--- src/rtl/mux_scan_sequencer_pkg.sv ---
// Shared constants and state encoding for the channel-mux scan sequencer.
// The mux is fixed at eight 3-bit channels, so the select bus is 3 bits wide
// and a packed frame holds NUM_CH*DW bits.
package mux_scan_sequencer_pkg;

   localparam int NUM_CH         = 8;
   localparam int DW             = 3;
   localparam int SEL_W          = 3;
   localparam int FRAME_W        = NUM_CH * DW;
   localparam int SETTLE_DEFAULT = 1;
   localparam int CNT_W          = 4;

   typedef enum logic [1:0] {
      S_IDLE   = 2'd0,
      S_SETTLE = 2'd1,
      S_SAMPLE = 2'd2
   } scanState_t;

endpackage

--- src/rtl/mux_scan_sequencer_if.sv ---
// Bundles the scan request, mux select/readback and frame handshake signals.
// The master side is the sequencer; the slave side is the surrounding system
// (requester, channel mux and frame consumer).
interface mux_scan_sequencer_if
   import mux_scan_sequencer_pkg::*;
   ();

   logic                 start;
   logic [NUM_CH-1:0]    ch_mask;
   logic [DW-1:0]        mux_out;
   logic [SEL_W-1:0]     sel;
   logic                 busy;
   logic                 frame_valid;
   logic                 frame_ready;
   logic [FRAME_W-1:0]   frame_data;
   logic [NUM_CH-1:0]    frame_mask;
   logic                 overrun;

   modport master (
      input  start, ch_mask, mux_out, frame_ready,
      output sel, busy, frame_valid, frame_data, frame_mask, overrun
   );

   modport slave (
      output start, ch_mask, mux_out, frame_ready,
      input  sel, busy, frame_valid, frame_data, frame_mask, overrun
   );

endinterface

--- src/rtl/mux_scan_sequencer_next_ch_finder.sv ---
// Finds the next enabled channel in a mask. With first set it returns the
// lowest enabled channel; otherwise the lowest enabled channel strictly above
// cur. none flags that no such channel exists.
module NextChFinder
   import mux_scan_sequencer_pkg::*;
   (
   input  logic [NUM_CH-1:0] mask,
   input  logic [SEL_W-1:0]  cur,
   input  logic              first,
   output logic [SEL_W-1:0]  nextIdx,
   output logic              none
   );

   // Walk from the top channel downwards so the last hit is the lowest
   // qualifying channel, which is the one the scan visits next.
   always_comb begin
      nextIdx = '0;
      none    = 1'b1;
      for (int i = NUM_CH - 1; i >= 0; i--) begin
         if (mask[i] && (first || (i > int'(cur)))) begin
            nextIdx = SEL_W'(i);
            none    = 1'b0;
         end
      end
   end

endmodule

--- src/rtl/mux_scan_sequencer.sv ---
// Scan sequencer for the 8-to-1 channel mux: on start it walks every enabled
// channel, waits SETTLE cycles after each select change, captures the mux
// output, and hands the packed frame downstream over a valid/ready handshake.
module mux_scan_sequencer
   import mux_scan_sequencer_pkg::*;
   #(
   parameter int SETTLE = SETTLE_DEFAULT
   )
   (
   input  logic                 clk,
   input  logic                 rst,
   mux_scan_sequencer_if.master bus
   );

   localparam logic [CNT_W-1:0] SETTLE_LD = CNT_W'(SETTLE);

   scanState_t          state;
   logic [NUM_CH-1:0]   maskLat;
   logic [FRAME_W-1:0]  capture;
   logic [FRAME_W-1:0]  captureNext;
   logic [CNT_W-1:0]    settleCnt;
   logic [SEL_W-1:0]    selReg;
   logic                busyReg;
   logic                frameValidReg;
   logic [FRAME_W-1:0]  frameDataReg;
   logic [NUM_CH-1:0]   frameMaskReg;
   logic                overrunReg;
   logic                firstSearch;
   logic [NUM_CH-1:0]   searchMask;
   logic [SEL_W-1:0]    nextCh;
   logic                noneLeft;

   assign firstSearch = (state == S_IDLE);
   assign searchMask  = firstSearch ? bus.ch_mask : maskLat;

   NextChFinder finder (
      .mask    (searchMask),
      .cur     (selReg),
      .first   (firstSearch),
      .nextIdx (nextCh),
      .none    (noneLeft)
   );

   // Capture register with the current mux reading merged into the field of
   // the selected channel; used both for the running capture and the frame.
   always_comb begin
      captureNext = capture;
      captureNext[int'(selReg) * DW +: DW] = bus.mux_out;
   end

   // Scan FSM plus every registered output. Frame consumption is applied first
   // so that a frame completing on the same edge overrides the clear and the
   // old frame simply counts as taken.
   always_ff @(posedge clk) begin
      if (rst) begin
         state         <= S_IDLE;
         maskLat       <= '0;
         capture       <= '0;
         settleCnt     <= '0;
         selReg        <= '0;
         busyReg       <= 1'b0;
         frameValidReg <= 1'b0;
         frameDataReg  <= '0;
         frameMaskReg  <= '0;
         overrunReg    <= 1'b0;
      end else begin
         if (frameValidReg && bus.frame_ready) begin
            frameValidReg <= 1'b0;
         end
         case (state)
            S_IDLE: begin
               if (bus.start && (bus.ch_mask != '0)) begin
                  maskLat   <= bus.ch_mask;
                  capture   <= '0;
                  selReg    <= nextCh;
                  settleCnt <= SETTLE_LD;
                  busyReg   <= 1'b1;
                  if (SETTLE == 0) begin
                     state <= S_SAMPLE;
                  end else begin
                     state <= S_SETTLE;
                  end
               end
            end
            S_SETTLE: begin
               settleCnt <= settleCnt - 1'b1;
               if (settleCnt <= CNT_W'(1)) begin
                  state <= S_SAMPLE;
               end
            end
            S_SAMPLE: begin
               capture <= captureNext;
               if (!noneLeft) begin
                  selReg    <= nextCh;
                  settleCnt <= SETTLE_LD;
                  if (SETTLE == 0) begin
                     state <= S_SAMPLE;
                  end else begin
                     state <= S_SETTLE;
                  end
               end else begin
                  frameDataReg  <= captureNext;
                  frameMaskReg  <= maskLat;
                  frameValidReg <= 1'b1;
                  if (frameValidReg && !bus.frame_ready) begin
                     overrunReg <= 1'b1;
                  end
                  busyReg <= 1'b0;
                  state   <= S_IDLE;
               end
            end
            default: begin
               state <= S_IDLE;
            end
         endcase
      end
   end

   assign bus.sel         = selReg;
   assign bus.busy        = busyReg;
   assign bus.frame_valid = frameValidReg;
   assign bus.frame_data  = frameDataReg;
   assign bus.frame_mask  = frameMaskReg;
   assign bus.overrun     = overrunReg;

endmodule

--- src/flat_wrapper.sv ---
// flat-port wrapper written by rule: the top's interface ports become plain ports
module mux_scan_sequencer_flat import mux_scan_sequencer_pkg::*;
#(
   parameter int SETTLE = SETTLE_DEFAULT
   )
  (clk, rst, bus_start, bus_ch_mask, bus_mux_out, bus_frame_ready, bus_sel, bus_busy, bus_frame_valid, bus_frame_data, bus_frame_mask, bus_overrun);
  mux_scan_sequencer_if bus_i ();
  input  logic clk;
  input  logic rst;
  input wire logic [$bits(bus_i.start)-1:0] bus_start;
  input wire logic [$bits(bus_i.ch_mask)-1:0] bus_ch_mask;
  input wire logic [$bits(bus_i.mux_out)-1:0] bus_mux_out;
  input wire logic [$bits(bus_i.frame_ready)-1:0] bus_frame_ready;
  output wire logic [$bits(bus_i.sel)-1:0] bus_sel;
  output wire logic [$bits(bus_i.busy)-1:0] bus_busy;
  output wire logic [$bits(bus_i.frame_valid)-1:0] bus_frame_valid;
  output wire logic [$bits(bus_i.frame_data)-1:0] bus_frame_data;
  output wire logic [$bits(bus_i.frame_mask)-1:0] bus_frame_mask;
  output wire logic [$bits(bus_i.overrun)-1:0] bus_overrun;
  assign bus_i.start = bus_start;
  assign bus_i.ch_mask = bus_ch_mask;
  assign bus_i.mux_out = bus_mux_out;
  assign bus_i.frame_ready = bus_frame_ready;
  assign bus_sel = bus_i.sel;
  assign bus_busy = bus_i.busy;
  assign bus_frame_valid = bus_i.frame_valid;
  assign bus_frame_data = bus_i.frame_data;
  assign bus_frame_mask = bus_i.frame_mask;
  assign bus_overrun = bus_i.overrun;
  mux_scan_sequencer #(.SETTLE(SETTLE)) u_core (.clk(clk), .rst(rst), .bus(bus_i));
endmodule
--- config.mk ---
export PLATFORM = sky130hd
export DESIGN_NAME = mux_scan_sequencer_flat
export DESIGN_NICKNAME = d
export VERILOG_FILES = /design/src/rtl/mux_scan_sequencer_pkg.sv /design/src/rtl/mux_scan_sequencer_if.sv /design/src/rtl/mux_scan_sequencer_next_ch_finder.sv /design/src/rtl/mux_scan_sequencer.sv /design/src/flat_wrapper.sv
export SDC_FILE = /design/constraint.sdc
export NUM_CORES = 1
export LEC_CHECK = 0
export ABC_AREA = 1
export ABC_CLOCK_PERIOD_IN_PS = 1600
export BUFFER_PORTS_ARGS = -buffer_cell sky130_fd_sc_hd__buf_2
export CAP_MARGIN = 20
export CORE_ASPECT_RATIO = 1.2
export CORE_MARGIN = 2
export CORE_UTILIZATION = 47
export DETAILED_ROUTE_END_ITERATION = 8
export GPL_ROUTABILITY_DRIVEN = 0
export GPL_TIMING_DRIVEN = 0
export PLACE_DENSITY = 0.76
export SLEW_MARGIN = 20
export SYNTH_ARGS = -nofsm -noshare
export SYNTH_HDL_FRONTEND = slang
export SYNTH_SLANG_ARGS = --single-unit
--- constraint.sdc ---
create_clock -name clk -period 1.6 [get_ports clk]
set_input_delay 0.32 -clock clk [delete_from_list [all_inputs] [get_ports clk]]
set_output_delay 0.32 -clock clk [all_outputs]
set_load 0.02 [all_outputs]
=== After elaboration in Yosys (flattened, before gate mapping) ===
Index checks and enable logic that the tools add are counted.

* Register bits after elaboration: 76
* Latch bits: 0
* RAM bits: 0
* ROM bits: 0
* Bits of input ports: 15
* Output and inout bits: 38
* Word-level logic and storage cells: 96
* Memories: 0

* $add $sub $neg: 2
* $mul: 1
* Divide/modulo/power cells: 0
* Magnitude comparators: 8
* Equal/unequal tests: 6
* Shift-type cells: 2
* Muxes and demuxes: 36
* Bitwise operators: 0
* Reduce and logical (&&, ||, !) cells: 31

{| class="wikitable"
|+ Operators by type and width
! kind !! count
|-
| case mux 24 bit (2 select lines) || 1
|-
| negation 32 -> 33 bit || 1
|-
| variable shift 3 x 33 -> 24 bit, first input constant || 1
|-
| indexed part select 3 x 33 -> 24 bit || 1
|-
| 2-to-1 mux 3 bit || 10
|-
| bitwise mux 24 bit || 1
|-
| 2-to-1 mux 24 bit || 1
|-
| 2-to-1 mux 1 bit || 14
|-
| > comparator 3 bit, first input constant || 4
|-
| case mux 4 bit (3 select lines) || 1
|-
| AND reduction 3 bit || 4
|-
| logical AND 1 bit || 11
|-
| 2-to-1 mux 4 bit || 2
|-
| 2-to-1 mux 8 bit || 1
|-
| AND reduction 2 bit || 4
|-
| nonzero test 8 bit || 1
|-
| logical OR 1 bit || 7
|-
| > comparator 2 x 3 -> 1 bit, first input constant || 2
|-
| != test 2 x 1 -> 1 bit, second input constant || 3
|-
| case mux 2 bit (3 select lines) || 1
|-
| case mux 3 bit (2 select lines) || 1
|-
| multiplier 3 x 2 -> 5 bit, second input constant || 1
|-
| less-or-equal comparator 4 x 1 -> 1 bit, second input constant || 1
|-
| 2-to-1 mux 2 bit || 2
|-
| 10 further kinds || 10
|}

=== Depth between registers and ports, before layout ===
Gate-level depths: netlist of run 1.

* Depth in word-level cells: 13
* Mapped depth: 15
* Mapped depth without buffers: 14

=== Modules after synthesis ===
A second synthesis of run 1 with hierarchy kept.

* Cells, all modules: 514
* Area total of the unflattened synthesis: 3709.8 um2

{| class="wikitable"
|+ Modules (own cells, without submodules)
! module !! instances !! cells an instance !! area each (um2) !! sequential area each (um2)
|-
| mux_scan_sequencer || 1 || 470 || 3510.9 || 1521.5
|-
| NextChFinder || 1 || 44 || 198.9 || 0.0
|}

=== Worst setup path after synthesis of run 1 ===
No wires, ideal clock.

* Path kind: reg-to-reg
* Start: reg u_core.selReg[1], in the netlist u_core.bus.sel[1]
* End: reg u_core.frameDataReg[0], in the netlist u_core.bus.frame_data[0]
* Setup time: 0.071 ns
* Arrival: 1.856 ns
* Required time: 1.529 ns
* Slack: -0.327 ns
* Cell stages (with the launch flop): 15
* Path buffers: 2
* Clock period less this slack: 1.927 ns
* Cell sequence: dfxtp_1 inv_1 ha_1 ha_1 inv_1 nand2_1 nor2_1 a21oi_2 nand2_1 nor2_1 nand3_2 buf_6 buf_6 nand2_1 a21oi_1

* Word-level cells in the longest chain between the ends: 12
* Elaborated cells between the ends (all ways): 35
* Classes of those cells: add/sub: 1; mul: 1; order compare: 7; shift: 2; mux: 9; reduce/logical: 15

{| class="wikitable"
|+ Ends and longest elaborated chain
! item !! line !! text
|-
| start, declared || mux_scan_sequencer.sv:22 || <nowiki>logic [SEL_W-1:0] selReg;</nowiki>
|-
| start signal, assigned || mux_scan_sequencer.sv:75 || <nowiki>selReg <= nextCh;</nowiki>
|-
| start signal, assigned || mux_scan_sequencer.sv:94 || <nowiki>selReg <= nextCh;</nowiki>
|-
| parallel branches: the longest is 12 deep, another holds negation 32 -> 33 bit || - ||
|-
| end signal, assigned || mux_scan_sequencer.sv:102 || <nowiki>frameDataReg <= captureNext;</nowiki>
|-
| end, declared || mux_scan_sequencer.sv:25 || <nowiki>logic [FRAME_W-1:0] frameDataReg;</nowiki>
|}

Parallel ways; which one is timed is not known.
A chain may end at the register's enable or synchronous reset.

=== Final worst setup path of run 1 ===
* Start: reg u_core.selReg[0], in the netlist u_core.bus.sel[0]
* End: reg u_core.selReg[2], in the netlist u_core.bus.sel[2]

* Word-level cells in the longest chain between the ends: 13
* Elaborated cells between the ends (all ways): 42
* Classes of those cells: order compare: 7; eq/ne: 1; mux: 19; reduce/logical: 15

{| class="wikitable"
|+ Ends and longest elaborated chain
! item !! line !! text
|-
| > comparator 3 bit || mux_scan_sequencer_next_ch_finder.sv:20 || <nowiki>if (mask[i] && (first || (i > int'(cur)))) begin</nowiki>
|-
| logical OR 1 bit || mux_scan_sequencer_next_ch_finder.sv:20 ||
|-
| logical AND 1 bit || mux_scan_sequencer_next_ch_finder.sv:20 ||
|-
| 2-to-1 mux 3 bit or 2-to-1 mux 1 bit (tied branches) (8 in series) || mux_scan_sequencer_next_ch_finder.sv:20 ||
|-
| 2-to-1 mux 3 bit, or another cell as far along || mux_scan_sequencer.sv:93 || <nowiki>if (!noneLeft) begin</nowiki>
|-
| case mux 3 bit (2 select lines) or AND reduction 3 bit (tied branches) || - ||
|}

Parallel ways exist; a longest one is shown, timed or not. The select of a mux whose other input is x is not followed.

==> run metrics, run 1 <==
Seq pwr share 0.457; clock sinks 76; CTS Root Buffer Type clkbuf_8; die area between 8000 and 9000 µm²; Fmax achieved approximately 540 MHz; FF-to-FF path depth 14; Worst-path clk slew ~0.08 ns; post-DP HPWL about 6400 µm; TritonCTS clock tree done; Nets roughly 600; Max Cap Viol 0; Min Hold Slack between 0.2 and 0.25 ns; final setup vio count 46; Clk network pwr share 0.330; total power roughly 4.4 mW; Post-Syn Area around 3500 µm²; Post-Syn Instances 506; CP arrival 2.11 ns; Util after Layout 0.607; Synthesis Warnings 0; count of final hold-check violations 0; die width 82.8 µm; VDD IR max approximately 0.6 mV; Vias/cell between 5 and 6; placed cells 648; Area Overhead vs Synth 25.2%; pwr/cell area 1000 nW/µm²; DR WL/cell 13.6 µm; Initial DRC Count about 320; hold-critical path endpoint u_core.bus.frame_valid$_SDFF_PP0_; Avg Cell Area, Syn approximately 7 µm²; Setup crit start u_core.bus.sel[0]$_SDFFE_PP0P_; reg2reg start u_core.bus.sel[0]$_SDFFE_PP0P_; Slew @ Worst Pin about 0.6 ns; Net Sw Frac 0.319; Gate power share 0.212; fin cells between 600 and 700; status complete, but fails checks; R2R setup slack -0.26 ns; initial antenna violation count 0; relative slew slack 0.604; worst setup path category register to register; I/O Pins 53; routed vias around 3500; TritonRoute pass-1 iters 6; Period minus WS final approximately 1.9 ns; # diodes 0; Worst-Skew Late Latency around 0.35 ns; RSZ-0062 raised after global routing yes; drt total wl ~9000 µm; Finished Cell Area approximately 4400 µm²; Overflow after GRT 0; first-pass GRT wire length around 15000 µm; sequential share of the synthesized area 0.434; Hold Crit Class input port to register; Yosys cell types 27; Total GRT Usage 0.218; WP data required around 1.9 ns; Post-synth top flop dfxtp_1; port buffer count 52; share of flip-flops with an asynchronous set or reset 0; max-slew violations 0; TritonCTS Buffers 9; row count 34; Max Root-Sink Buffers 2; reg2reg end u_core.bus.sel[2]$_SDFFE_PP0P_; number of global-route vias before repair 3172; Antenna Nets Post-Route 0; NetSw between 1 and 1.5 mW; Yosys reg bits 76; Final Cycle Share 1.16; share of cells above drive strength 1 0.256; Internal ~3.0 mW; DP Area between 3000 and 4000 µm²; Worst setup EP type register; Clock Skews 0.0117 ns; Core ar. just over 7000 µm²; Pleak 1.75 nW; number of flops mapped to enable cells by yosys 0; H-tree depth 3; CP Max Fanout 6; die height just under 100 µm; initial core utilization 0.485; DRC Markers 0; pin count of the biggest net entering global routing 14; startpoint types register; violated checks setup timing; syn nets 528; hold depth 4; min-delay src bus_frame_ready; Setup WS post-layout -0.255 ns
-- cells in the final DEF (no fill, tap or decap), drive strengths merged --
cell type  Yosys  routed
nor4           1       1
o21a           1       1
a21oi         71      71
buf           11      71
nor3           1       1
nor2          26      26
ha             7       7
o22ai          2       2
clkinv         1       1
nand3         44      44
dfxtp         76      76
clkinvlp       0       3
a22oi          1       1
bufinv         0       1
inv           37      38
nand2        171     171
clkbuf        14      24
or2            3       3
o21ai         39      39
-- registers in the layout, indices dropped and copies added, names as in the netlist --
register                flops
u_core.bus.frame_data      24
u_core.capture             24
u_core.bus.frame_mask       8
u_core.maskLat              8
u_core.settleCnt            4
u_core.bus.sel              3
u_core.state                2
u_core.bus.busy             1
u_core.bus.frame_valid      1
u_core.bus.overrun          1
-- repair_timing --
| item | 4_1_cts | 5_1_grt |
|---|---|---|
| buffers inserted | 3 | 2 |
| endpoints found under the setup margin | 66 | 67 |
| pin swaps | 4 | 5 |
| resized for setup | 28 | 64 |
| hold buffers | 0 | 0 |
| endpoints found under the hold margin | 0 | 0 |
| gates cloned | 2 | 0 |
-- metal layers --
layer	global-route usage	wire, µm	vias to the layer above
met1	0.281	4140	1578
li1	-	-	1791
met5	0	0	-
met4	0.0971	264	0
met2	0.357	4290	117
met3	0.0410	445	30
-- power groups by stage --
stage               clock network [mW]  registers [mW]  logic (mW)
detailed placement                   0            2.05       0.745
global placement                     0            2.05       0.729
floorplan                            0            2.05       0.538
global route                      1.55            2.02        1.02
finish                            1.45            2.01       0.934
CTS                               1.47            2.01       0.784
-- worst max-delay path: stages, from the launching register on --
cell     delay, ns
dfxtp_4       0.37
inv_4         0.07
ha_4          0.14
ha_4          0.12
inv_2         0.03
nand2_2       0.04
nor2_1        0.04
a21oi_2       0.15
nand2_2       0.09
nor2_4        0.11
nand3_4       0.11
buf_8         0.17
nand2_2       0.11
nand3_1       0.08
o21ai_0       0.11
-- cell families (layout without fill, tap and decap cells) --
logic type | Yosys count | after routing | synth area share
AOI/OAI and AO/OA | 114 | 114 | 0.166
buffers and inverters | 63 | 138 | 0.0864
DFF | 76 | 76 | 0.434
and+or+nand+nor | 246 | 246 | 0.289
adders and majority gates | 7 | 7 | 0.0250
-- synthesized netlist by cell type, types with 2 or more instances --
cell | instances | area share
inv_1 | 35 | 0.037
o22ai_1 | 2 | 0.0036
buf_6 | 8 | 0.026
or2_2 | 2 | 0.0036
nor2_1 | 24 | 0.026
buf_2 | 2 | 0.0029
o21ai_0 | 38 | 0.054
nor2_2 | 2 | 0.0036
clkbuf_1 | 14 | 0.015
nand2_1 | 168 | 0.18
a21oi_1 | 70 | 0.10
inv_2 | 2 | 0.0021
nand2_2 | 2 | 0.0036
ha_1 | 7 | 0.025
nand3_1 | 43 | 0.061
dfxtp_1 | 76 | 0.43
-- layout make-up --
type	count	area (µm²)
flip-flops and latches	76	1530
multi-input cells	367	1880
fillers	655	2840
clock buffers	11	131
plain buffers	25	181
well taps	90	113
repair buffers	59	337
clock inverters	5	60.1
inverters	38	158
-- worst max-delay path by stage --
stage                                                   endpoint  cells past startpoint  slack, ns
after floorplan            u_core.bus.frame_mask[0]$_SDFFE_PP0P_                     14      -0.12
after global placement           u_core.capture[12]$_SDFFE_PP0P_                      9      -0.35
after detailed placement         u_core.capture[20]$_SDFFE_PP0P_                      9      -0.35
after CTS                  u_core.bus.frame_mask[6]$_SDFFE_PP0P_                     14      -0.27
after global routing      u_core.bus.frame_data[20]$_SDFFE_PP0P_                     13      -0.38
final                             u_core.bus.sel[2]$_SDFFE_PP0P_                     14      -0.26
-- metrics by stage --
stage                     worst slack, ns  setup TNS, ns
after floorplan                    -0.121          -4.10
after global placement             -0.346         -17.87
after detailed placement           -0.355         -19.23
after CTS                          -0.266         -10.77
after global routing               -0.385         -16.14
final                              -0.255         -10.02
Note: power is estimated with default switching activity, not from simulation.
==> inputs of run 2 (changes only) <==
--- a/config.mk
+++ b/config.mk
@@ -15,8 +15,9 @@
 export DETAILED_ROUTE_END_ITERATION = 8
 export GPL_ROUTABILITY_DRIVEN = 0
 export GPL_TIMING_DRIVEN = 0
-export PLACE_DENSITY = 0.76
+export PLACE_DENSITY = 0.75
 export SLEW_MARGIN = 20
 export SYNTH_ARGS = -nofsm -noshare
 export SYNTH_HDL_FRONTEND = slang
+export SYNTH_HIERARCHICAL = 1
 export SYNTH_SLANG_ARGS = --single-unit
==> run 2 against run 1 <==
The run still ends with setup timing left. Synthesized area up 5.8%. Wire length up 26%. Maximum frequency down 11%. Count of clock-buffer cells in the layout unchanged. Via count up 13%. Flip-flop and latch count unchanged. Sequential share of layout area down 5.6 points. Worst hold slack worse by 0.047 ns. Die area up 5.6%. Global-route usage up 2.7 points. Sequential power about the same. Largest power group unchanged.
==> run metrics, run 2 <==
Post-synth top flop dfxtp_1; CP Max Fanout 8; violated checks setup timing; NetSw between 1.5 and 2 mW; Vias/cell between 5 and 6; post-synthesis compound-gate area fraction 0.218; relative slew slack 0.567; Gate power share 0.312; largest family of logic cells by synthesized area simple AND/OR/NAND/NOR gates; share of flip-flops with an asynchronous set or reset 0; syn nets approximately 530; Fmax achieved around 480 MHz; initial core utilization 0.484; first-pass GRT wire length 16800 µm; DRC Markers 0; count leader, synth nand2_1; Period minus WS final between 2 and 2.5 ns; hold buffers post-CTS 0; row count 35; final setup vio count 63; Max Cap Viol 0; min-delay src rst; die height just over 100 µm; Setup WS post-layout -0.484 ns; Clock Skews around 0.0069 ns; Overflow after GRT 0; simple-gate area share of the yosys netlist 0.248; Slowest Stage Delay on Critical Path ~0.34 ns; Post-Syn Area about 3700 µm²; clock sinks 76; sequential share of the synthesized area 0.410; Total GRT Usage 0.245; Worst-Skew Late Latency around 0.35 ns; H-tree depth 3; RSZ-0062 raised after global routing yes; Yosys reg bits 76; die width roughly 85 µm; Util after Layout 0.684; leading post-synthesis cells by cell area dfxtp_1 41%, nand2_1 9.1%, nand3_1 8.1%; top cell type's share of synthesized area 0.410; mux cell area share after synthesis 0; Min Hold Slack 0.193 ns; status complete, but fails checks; reg2reg start u_core/state[1]$_SDFFE_PP0P_; Yosys cell types 32; I/O Pins 53; pwr/cell area ~1000 nW/µm²; Net Sw Frac 0.332; Clk network pwr share 0.314; Synthesis Warnings 6; routed vias approximately 4000; R2R setup slack -0.48 ns; DR WL/cell about 16 µm; post-DP HPWL 6910 µm; worst setup path category register to register; count of final hold-check violations 0; Core ar. 7660 µm²; number of flops mapped to enable cells by yosys 0; WP data required roughly 1.9 ns; initial antenna violation count 0; startpoint types register; Pleak about 2.4 nW; Post-Synth Adder-Cell Area 0.0169; share of cells above drive strength 1 0.381; Initial DRC Count 257; Max Root-Sink Buffers 2; crit-path cells nor2_4, buf_8, o21ai_2, nand2_1, nand2_2, nor3_2, inv_1, nor2_4, nand2_4, clkinv_8, clkbuf_16, o21ai_2, o21bai_1, inv_1; TritonCTS clock tree done; Setup crit start u_core/state[1]$_SDFFE_PP0P_; Post-Syn Instances between 500 and 600; Antenna Nets Post-Route 0; # diodes 0; commonest non-fill, non-tap cells in the layout 71 x dfxtp_1, 65 x nand2_1, 61 x inv_1; Seq pwr share 0.373; max-slew violations 0; VDD IR max 0.842 mV; Final Cycle Share 1.30; worst slack, placed -0.693 ns; Hold Crit Class input port to register; leading cell type in the layout, fill and taps excluded dfxtp_1; commonest cells in the netlist 90 x nand2_1, 76 x dfxtp_1, 63 x inv_1; Slowest-stage cell, CP dfxtp_2; drt total wl approximately 11000 µm; Worst-path clk slew ~0.080 ns; die area 8620 µm²; TritonCTS Buffers 9; Worst setup EP type register; Buf/Inv on CP 5; pin count of the biggest net entering global routing 14; Yosys top cell by area dfxtp_1; xor/xnor share of the synthesized area 0.00978; Avg Cell Area, Syn a little over 7 µm²; CTS Root Buffer Type clkbuf_8; Sum Neg Setup Slack -17.85 ns; CP arrival roughly 2.4 ns; Internal roughly 3.6 mW; number of global-route vias before repair about 3600; TritonRoute pass-1 iters 5; Nets approximately 640; Slew @ Worst Pin roughly 0.65 ns; cell family with most CP delay simple AND/OR/NAND/NOR gates; Area Overhead vs Synth 41.2%; port buffer count 52
run 2: changes by cell type after synthesis, sizes merged, moves of 2 or more:
| cell | change |
|---|---|
| a21o | +12 |
| a21oi | -21 |
| buf | -2 |
| ha | -2 |
| inv | +33 |
| nand2 | -74 |
| nand3 | +16 |
| nand4 | +4 |
| nor3 | +3 |
| o21ai | +28 |
| o21bai | +12 |
| o22ai | -2 |
run 2: repair_timing:
action | CTS | global route
resized for setup | 44 | 104
setup buffers | 20 | 14
setup endpoints to repair | 71 | 67
pin swaps | 16 | 20
cloned | 3 | 2
run 2: metrics by stage:
step           instances  power [mW]  area, µm²
2_1_floorplan        514        2.85       3820
3_3_place_gp         658        3.08       4200
3_5_place_dp         658        3.11       4200
4_1_cts              697        5.03       4750
5_1_grt              712        5.63       5240
6_report             712        5.38       5240
run 2: power groups by stage:
stage / Clock [mW] / Combinational [mW] / Sequential, mW
6_report: 1.69 / 1.68 / 2.01
5_1_grt: 1.81 / 1.80 / 2.02
4_1_cts: 1.72 / 1.30 / 2.01
3_5_place_dp: 0 / 1.04 / 2.06
3_3_place_gp: 0 / 1.02 / 2.06
2_1_floorplan: 0 / 0.779 / 2.07
run 2: worst register-to-register path: cells and delay by family (launching register included):
kind	cells	cell delay [ns]
AO/OA/AOI/OAI	3	0.32
buffers and inverters	5	0.55
flip-flops	1	0.34
AND/OR/NAND/NOR	6	0.83
run 2: cells by family (layout without fill, tap and decap cells):
group           after synthesis  in the layout
compound gates              144            144
xor+xnor                      2              2
fa+ha+maj                     5              5
buf+inv                      94            199
flops                        76             76
simple gates                193            194
run 2: worst paths after layout:
check	end	cells past startpoint
setup / recovery	u_core/bus.frame_data[5]$_SDFFE_PP0P_	14
hold / removal	u_core/bus.sel[0]$_SDFFE_PP0P_	2
setup reg to reg	u_core/bus.frame_data[5]$_SDFFE_PP0P_	14
hold reg to reg	u_core/capture[2]$_SDFFE_PP0P_	2
run 2: per-layer routing:
layer | global-route usage | part of all wire | up-vias
met3 | 0.0530 | 0.063 | 47
met4 | 0.126 | 0.043 | 0
met1 | 0.278 | 0.39 | 1854
met2 | 0.433 | 0.51 | 187
met5 | 0 | 0 | -
li1 | - | - | 1896
run 2: layout make-up:
cell class / count / area [µm²]
repair buffers: 89 / 611
flip-flops and latches: 76 / 1540
fillers: 568 / 2420
plain buffers: 23 / 156
multi-input cells: 345 / 2280
clock inverters: 5 / 82.6
clock buffers: 11 / 151
inverters: 71 / 302
well taps: 92 / 115
